`src/rtl/blocking.sv`:
```
// -----------------------------------------------------------------------------
// blocking
//   Self-sequencing four-register datapath. Each clock edge evaluates the
//   registers a, b, c, d in that fixed order. Every later update sees the values
//   that earlier updates produced in the same cycle, which is the behaviour of
//   blocking assignments. After reset the block runs LOAD once and then repeats
//   the CHAIN..SWAP..ROTATE loop forever. All arithmetic wraps modulo 2^32.
//
// Parameters
//   INIT_A..INIT_D  values loaded into a..d by LOAD
//   CHAIN_CYCLES    consecutive CHAIN cycles per loop (0 is treated as 1)
//
// Ports
//   clk  in   1   rising-edge clock
//   rst  in   1   asynchronous, active-high reset
//   a    out  32  register a (registered)
//   b    out  32  register b (registered)
//   c    out  32  register c (registered)
//   d    out  32  register d (registered)
// -----------------------------------------------------------------------------
module blocking #(
  parameter logic [31:0] INIT_A       = 32'd10,
  parameter logic [31:0] INIT_B       = 32'd20,
  parameter logic [31:0] INIT_C       = 32'd30,
  parameter logic [31:0] INIT_D       = 32'd40,
  parameter int unsigned CHAIN_CYCLES = 2
) (
  input  logic        clk,
  input  logic        rst,
  output logic [31:0] a,
  output logic [31:0] b,
  output logic [31:0] c,
  output logic [31:0] d
);

  // A CHAIN_CYCLES of zero still runs one CHAIN cycle per loop.
  localparam int unsigned CHAIN_EFF  = (CHAIN_CYCLES == 0) ? 1 : CHAIN_CYCLES;
  localparam logic [31:0] CHAIN_LAST = 32'(CHAIN_EFF);

  typedef enum logic [1:0] {
    LOAD   = 2'd0,
    CHAIN  = 2'd1,
    SWAP   = 2'd2,
    ROTATE = 2'd3
  } state_t;

  state_t      state;
  logic [31:0] count;

  logic [31:0] chain_a;
  logic [31:0] chain_b;
  logic [31:0] chain_c;
  logic [31:0] chain_d;
  logic [31:0] count_next;

  // CHAIN results: each term feeds on the one updated just before it.
  always_comb begin
    chain_a    = a + 32'd1;
    chain_b    = b + chain_a;
    chain_c    = c + chain_b;
    chain_d    = d + chain_c;
    count_next = count + 32'd1;
  end

  // Sequencer and datapath registers.
  always_ff @(posedge clk or posedge rst) begin
    if (rst) begin
      a     <= 32'd0;
      b     <= 32'd0;
      c     <= 32'd0;
      d     <= 32'd0;
      count <= 32'd0;
      state <= LOAD;
    end else begin
      case (state)
        LOAD: begin
          a     <= INIT_A;
          b     <= INIT_B;
          c     <= INIT_C;
          d     <= INIT_D;
          count <= 32'd0;
          state <= CHAIN;
        end
        CHAIN: begin
          a     <= chain_a;
          b     <= chain_b;
          c     <= chain_c;
          d     <= chain_d;
          count <= count_next;
          if (count_next < CHAIN_LAST) begin
            state <= CHAIN;
          end else begin
            state <= SWAP;
          end
        end
        SWAP: begin
          // Naive in-order swap: b takes the a it just overwrote, so both
          // halves end up holding the old b and the old d.
          a     <= b;
          b     <= b;
          c     <= d;
          d     <= d;
          state <= ROTATE;
        end
        ROTATE: begin
          // d reads a after a has already taken b, so d receives the old b.
          a     <= b;
          b     <= c;
          c     <= d;
          d     <= b;
          count <= 32'd0;
          state <= CHAIN;
        end
        default: begin
          count <= 32'd0;
          state <= LOAD;
        end
      endcase
    end
  end

endmodule

```
`config.mk`:
```
export PLATFORM = sky130hd
export DESIGN_NAME = blocking
export DESIGN_NICKNAME = d
export VERILOG_FILES = /design/src/rtl/blocking.sv
export SDC_FILE = /design/constraint.sdc
export NUM_CORES = 1
export LEC_CHECK = 0
export CAP_MARGIN = 20
export CORE_MARGIN = 2
export CORE_UTILIZATION = 50
export DETAILED_ROUTE_END_ITERATION = 6
export PLACE_DENSITY = 0.76
export SYNTH_ARGS = -nofsm -noshare
export SYNTH_HDL_FRONTEND = slang
export SYNTH_SLANG_ARGS = --single-unit
```
`constraint.sdc`:
```
create_clock -name clk -period 15.34 [get_ports clk]
set_input_delay 3.068 -clock clk [delete_from_list [all_inputs] [get_ports clk]]
set_output_delay 3.068 -clock clk [all_outputs]
set_load 0.005 [all_outputs]
```
==> impl_metrics.py, run 1 <==
metrics = {
    "run_status": {
        "outcome": "completed",
    },
    "logic_synthesis": {
        "synth_edf_count": 0,
        "ys_async_sr_fraction": 1.00,
        "syn-cell-area_sq_um": 12400,
        "ys.flop_type": "dfrtp_1",
        "synthCells": 1443,
        "synthesis.nets": 1552,
        "avgSynthCellArea_sq_um": 8.59,
        "seq_area_frac_synth": 0.327,
        "synth_cell_types": 70,
        "yosys_warnings": 0,
        "synth_seq_cells": 162,
    },
    "worst_setup_path": {
        "crit_path_start_kind": "register",
        "critPathCaptureType": "register",
        "arrival_ns": 8.16,
        "crit_slowest_cell": "a221oi_1",
        "max_stage_delay_ns": 0.61,
        "crit_fanout": 6,
        "reg2reg_slack_ns": 7.49,
        "critPathRequiredTime_ns": 15.65,
        "crit_type": "reg -> reg",
    },
    "grt": {
        "grt_max_degree": 100,
        "grt_overflow": 0,
        "track_usage": 0.266,
        "first_global_vias": 10800,
        "grt_pass1_wl_mm": 55.8,
        "antenna_found_initial": 0,
    },
    "floorplanning": {
        "die_area_sq_um": 26100,
        "die_w_um": 161,
        "fp.coreArea_sq_um": 24300,
        "num_rows": 57,
        "io_pins": 130,
        "initial_core_util": 0.510,
        "die_y_um": 161,
    },
    "placement": {
        "hpwl_mm": 24.7,
        "port_buffers": 129,
        "place_ws_ns": 7.68,
        "placed_cell_area_sq_um": 13900,
        "place_congestion": 0.938,
    },
    "power": {
        "p_per_area_nw_per_um2": 59.8,
        "irDropWorstVdd_uv": 64.9,
        "leakage_nw": 6.39,
    },
    "cts": {
        "cts.reportedPaths.clkPinSlew_ns": 0.07,
        "clk_latency_ns": 0.44,
        "htreeDepth": 4,
        "post_cts_buffers": 0,
        "cts_max_path_buffers": 2,
        "cts_made_buffers": 17,
        "clock_sinks": 162,
        "cts-resized-gates": 0,
        "cts-root-buf": "clkbuf_16",
        "tritoncts": "built",
        "holdBufCountCts": 0,
    },
    "final_layout": {
        "final_layout_size_suffix_gt1_frac": 0.0433,
        "syn2layout_area_growth_pct": 17.4,
        "fill_cells": 2101,
        "fin_nets": 1645,
        "multi_input_area_sq_um": 7920,
        "final_common_cell": "dfrtp_1",
        "final_area_sq_um": 14500,
        "n_antenna_cell": 0,
        "post-route-util": 0.598,
        "final_cell_mix": "dfrtp_1, nand2_1, clkdlybuf4s50_1, nor2_1, o21ai_0",
        "seq_area_sq_um": 4060,
    },
    "sta": {
        "timing.fmax_mhz": 127,
        "worstMarginPinSlew_ns": 0.994,
        "hold_viol": 0,
        "fin_ws_ns": 7.49,
        "fin_crit_ns": 7.85,
        "hold_ws_ns": 0.530,
        "setup_tns_ns": 0,
        "setup_viol": 0,
        "drv_slew": 0,
        "final.period_utilization": 0.512,
        "rsz0062_at_grt": "false",
        "slew_headroom": 0.336,
        "skew_ns": 0.0115,
    },
    "hold_path": {
        "hold_path_class": "reg -> reg",
    },
    "route": {
        "drtIter0Drc": 1292,
        "drtAntennaViolNets": 0,
        "routed_via_density": 6.12,
        "drc_errors": 0,
        "vias": 11500,
        "dr.pass1.iters": 5,
        "wl_mm": 34.4,
        "wl_per_cell_um": 18.4,
    },
    "run": {
        "maxCapViolCount": 0,
    },
}
## where the power goes
part / switching, mW / internal, mW
sequential: 0 / 0.427
combinational: 0.00857 / 0.000978
clock: 0.185 / 0.248
total: 0.193 / 0.676
## cell families (layout without fill, tap and decap cells)
group	count (synthesis)	in the layout	share of synthesized area
adders and majority gates	107	107	0.110
muxes	5	5	0.00414
xor gates and xnor gates	116	116	0.0842
DFF	162	162	0.327
and+or+nand+nor	426	426	0.160
AOI/OAI and AO/OA	508	508	0.278
buffers and inverters	119	224	0.0364
## synthesized netlist by cell type, types with 4 or more instances
| cell | n | area (sq um) |
|---|---|---|
| a21boi_0 | 5 | 37.5 |
| or3_1 | 8 | 50.1 |
| inv_1 | 56 | 210 |
| o211ai_1 | 9 | 67.6 |
| xor2_1 | 36 | 315 |
| o21a_1 | 15 | 113 |
| clkbuf_1 | 55 | 206 |
| or4_1 | 4 | 30.0 |
| a211oi_1 | 13 | 97.6 |
| a22o_1 | 7 | 61.3 |
| dfrtp_1 | 162 | 4050 |
| and3_1 | 20 | 125 |
| a31oi_1 | 19 | 119 |
| a21o_1 | 59 | 443 |
| nand2_1 | 142 | 533 |
| a221oi_1 | 17 | 149 |
| nor2_1 | 125 | 469 |
| a221o_1 | 8 | 80.1 |
| nand4_1 | 17 | 106 |
| buf_1 | 4 | 15.0 |
| buf_2 | 4 | 20.0 |
| o31ai_1 | 20 | 150 |
| and4_1 | 8 | 70.1 |
| a31o_2 | 4 | 35.0 |
| o221ai_1 | 8 | 70.1 |
| o21bai_1 | 11 | 82.6 |
| nand3_1 | 42 | 210 |
| ha_1 | 104 | 1300 |
| nor3_1 | 11 | 55.1 |
| mux2i_1 | 4 | 40.0 |
| nor2b_1 | 18 | 113 |
| nand2b_1 | 10 | 62.6 |
| xnor2_1 | 78 | 683 |
| a22oi_1 | 84 | 631 |
| o21ai_0 | 102 | 510 |
| and2_1 | 9 | 56.3 |
| a21oi_1 | 92 | 460 |
## state kept, by name, summed over array words and instances, names as in the netlist
register and count:
a 32, b 32, c 32, count 32
d 32, state 2
## routing by layer
metal  global-route usage  part of all wire  vias up
met5                    0                 0        -
met3               0.0460             0.073       71
met1                0.373              0.45     5452
met4               0.0921             0.026        0
li1                     -                 -     5495
met2                0.415              0.45      440
## final cells by class
class / count / area share
well taps: 324 / 0.0279
multi-input cells: 1162 / 0.544
flip-flops and latches: 162 / 0.279
clock buffers: 19 / 0.0311
inverters: 56 / 0.0148
repair buffers: 137 / 0.0938
clock inverters: 12 / 0.00921
## critical path: cells and delay by family (launching register included)
kind                     cells  cell delay (ns)
flip-flops                   1             0.43
XOR/XNOR                     4             0.83
AND/OR/NAND/NOR              8             1.75
adder cells (fa/ha/maj)      3             0.96
AO/OA/AOI/OAI               16             3.74
## metrics by stage
stage	instances	power [mW]
after floorplan	1443	0.441
final	1872	0.870
after detailed placement	1840	0.445
after global routing	1872	0.896
after CTS	1871	0.874
after global placement	1840	0.445
## path summary, 6_finish.rpt
path / start / to / depth (start not counted)
worst max-delay path: a[2]$_DFF_PP0_ / d[31]$_DFFE_PP0N_ / 31
worst min-delay path: count[13]$_DFFE_PP0P_ / count[13]$_DFFE_PP0P_ / 1
worst max register to register: a[2]$_DFF_PP0_ / d[31]$_DFFE_PP0N_ / 31
worst min register to register: count[13]$_DFFE_PP0P_ / count[13]$_DFFE_PP0P_ / 1
max in group asynchronous: rst / state[1]$_DFF_PP0_ / 4
min in group asynchronous: rst / count[1]$_DFFE_PP0P_ / 2
Power figures use the tool's default switching activity.
==> run 2, diff against run 1 <==
--- a/config.mk
+++ b/config.mk
@@ -9,7 +9,7 @@
 export CORE_MARGIN = 2
 export CORE_UTILIZATION = 50
 export DETAILED_ROUTE_END_ITERATION = 6
-export PLACE_DENSITY = 0.76
+export PLACE_DENSITY = 0.79
 export SYNTH_ARGS = -nofsm -noshare
 export SYNTH_HDL_FRONTEND = slang
 export SYNTH_SLANG_ARGS = --single-unit
==> constraint.sdc (replaced) <==
create_clock -name clk -period 6.8 [get_ports clk]
set_input_delay 1.36 -clock clk [delete_from_list [all_inputs] [get_ports clk]]
set_output_delay 1.36 -clock clk [all_outputs]
set_load 0.005 [all_outputs]
==> impl_metrics.py, run 2 (same netlist as run 1, synthesis figures left out) <==
metrics = {
    "hold_path": {
        "hold_path_class": "reg -> reg",
        "worstHoldPathCells": 1,
        "min_to": "count[13]$_DFFE_PP0P_",
        "hold_path.startpoint": "count[13]$_DFFE_PP0P_",
    },
    "grt": {
        "first_global_vias": 11500,
        "grt_pass1_wl_mm": 58.6,
        "track_usage": 0.277,
        "grt_overflow": 0,
        "grt_max_degree": 70,
        "antenna_found_initial": 0,
    },
    "cts": {
        "clock_sinks": 162,
        "clk_latency_ns": 0.43,
        "cts.reportedPaths.clkPinSlew_ns": 0.07,
        "cts_made_buffers": 17,
        "cts-root-buf": "clkbuf_16",
        "cts_max_path_buffers": 2,
        "tritoncts": "built",
        "htreeDepth": 4,
    },
    "placement": {
        "port_buffers": 129,
        "place_congestion": 0.933,
        "hpwl_mm": 26.0,
        "placed_cell_area_sq_um": 14800,
    },
    "route": {
        "routed_via_density": 6.10,
        "drtIter0Drc": 1117,
        "vias": 12300,
        "drc_errors": 0,
        "drtAntennaViolNets": 0,
        "dr.pass1.iters": 7,
        "wl_per_cell_um": 18.5,
        "wl_mm": 37.1,
    },
    "sta": {
        "slew_headroom": 0.385,
        "rsz0062_at_grt": "true",
        "fin_crit_ns": 6.80,
        "setup_viol": 0,
        "skew_ns": 0.0136,
        "hold_viol": 0,
        "timing.fmax_mhz": 147,
        "final.period_utilization": 0.999,
        "worstMarginPinSlew_ns": 0.923,
        "setup_tns_ns": 0,
        "drv_slew": 0,
    },
    "worst_setup_path": {
        "arrival_ns": 7.09,
        "crit_fanout": 3,
        "crit_type": "reg -> reg",
        "critPathCaptureType": "register",
        "rr_endpoint": "d[31]$_DFFE_PP0N_",
        "reg2reg_slack_ns": 0.004,
        "crit_path_start_kind": "register",
        "max_stage_delay_ns": 0.51,
        "regToRegStartpoint": "a[2]$_DFF_PP0_",
        "crit_slowest_cell": "or4_4",
        "path_common_cell": "a21o_1",
        "r2r_cells": 32,
        "critPathRequiredTime_ns": 7.09,
    },
    "final_layout": {
        "n_antenna_cell": 0,
        "final_common_cell": "dfrtp_1",
        "fin_nets": 1782,
        "final_layout_size_suffix_gt1_frac": 0.166,
        "fill_cells": 1860,
        "final_area_sq_um": 16100,
        "final_cell_mix": "dfrtp_1, nand2_1, buf_4, clkdlybuf4s50_1, nor2_1",
        "syn2layout_area_growth_pct": 29.8,
    },
    "floorplanning": {
        "num_rows": 57,
        "die_w_um": 161,
        "die_area_sq_um": 26100,
        "initial_core_util": 0.510,
        "io_pins": 130,
        "fp.coreArea_sq_um": 24300,
        "die_y_um": 161,
    },
    "power": {
        "irDropWorstVdd_uv": 136,
        "leakage_nw": 7.18,
        "p_per_area_nw_per_um2": 122,
    },
    "run": {
        "maxCapViolCount": 0,
    },
    "run_status": {
        "outcome": "completed",
    },
}
==> run 2: critical path, delay by kind of cell (launching register included) <==
family,cells,cell delay (ns)
AO/OA/AOI/OAI,17,3.19
AND/OR/NAND/NOR,6,1.22
XOR/XNOR,5,0.92
adder cells (fa/ha/maj),3,0.82
flip-flops,1,0.39
buffers and inverters,1,0.12
==> run 2: area by class of cell <==
cell class	count	area [sq um]	share of cell area
clock buffer	18	429	0.0267
sequential	162	4060	0.252
multi-input combinational	1162	8430	0.524
tap	324	405	0.0252
inverter	56	215	0.0134
clock inverter	14	154	0.00957
timing repair buffer	274	2390	0.149
==> run 2: through the flow <==
step	setup WS (ns)	util	std cells	hold WS (ns)	power, mW
6_report	0.00445	0.661	2010	0.529	1.96
5_1_grt	-0.345	0.661	2010	0.553	2.02
4_1_cts	0.00401	0.641	1994	0.530	1.97
3_5_place_dp	-0.248	0.608	1952	0.517	1.00
3_3_place_gp	-0.124	0.608	1952	0.510	1.00
2_1_floorplan	0.111	-	1443	0.487	0.996
==> run 2: metal layers <==
metal / vias to the layer above / part of all wire / GRT usage
li1: 5770 / - / -
met2: 522 / 0.46 / 0.441
met1: 5913 / 0.44 / 0.386
met4: 0 / 0.023 / 0.0860
met3: 58 / 0.077 / 0.0506
met5: - / 0 / 0
==> run 2: worst max-delay path by stage <==
stage,startpoint,to,slack [ns]
final,a[2]$_DFF_PP0_,d[31]$_DFFE_PP0N_,0.004
after global routing,a[2]$_DFF_PP0_,d[31]$_DFFE_PP0N_,-0.34
after CTS,a[4]$_DFF_PP0_,d[31]$_DFFE_PP0N_,0.004
after detailed placement,a[1]$_DFF_PP0_,d[31]$_DFFE_PP0N_,-0.25
after global placement,a[0]$_DFF_PP0_,d[31]$_DFFE_PP0N_,-0.12
after floorplan,a[2]$_DFF_PP0_,d[31]$_DFFE_PP0N_,0.11
==> run 2: report_power, final <==
group / internal [mW] / total, mW / switching, mW
registers: 0.963 / 0.963 / 0
clock network: 0.547 / 0.975 / 0.428
logic: 0.00138 / 0.0206 / 0.0193
total: 1.51 / 1.96 / 0.448
==> run 2: what timing repair did <==
| action | in CTS | in global routing |
|---|---|---|
| buffers inserted | 10 | 16 |
| resized for setup | 32 | 71 |
| pin swaps | 17 | 59 |
| hold buffers | 0 | 0 |
| endpoints found under the setup margin | 8 | 12 |
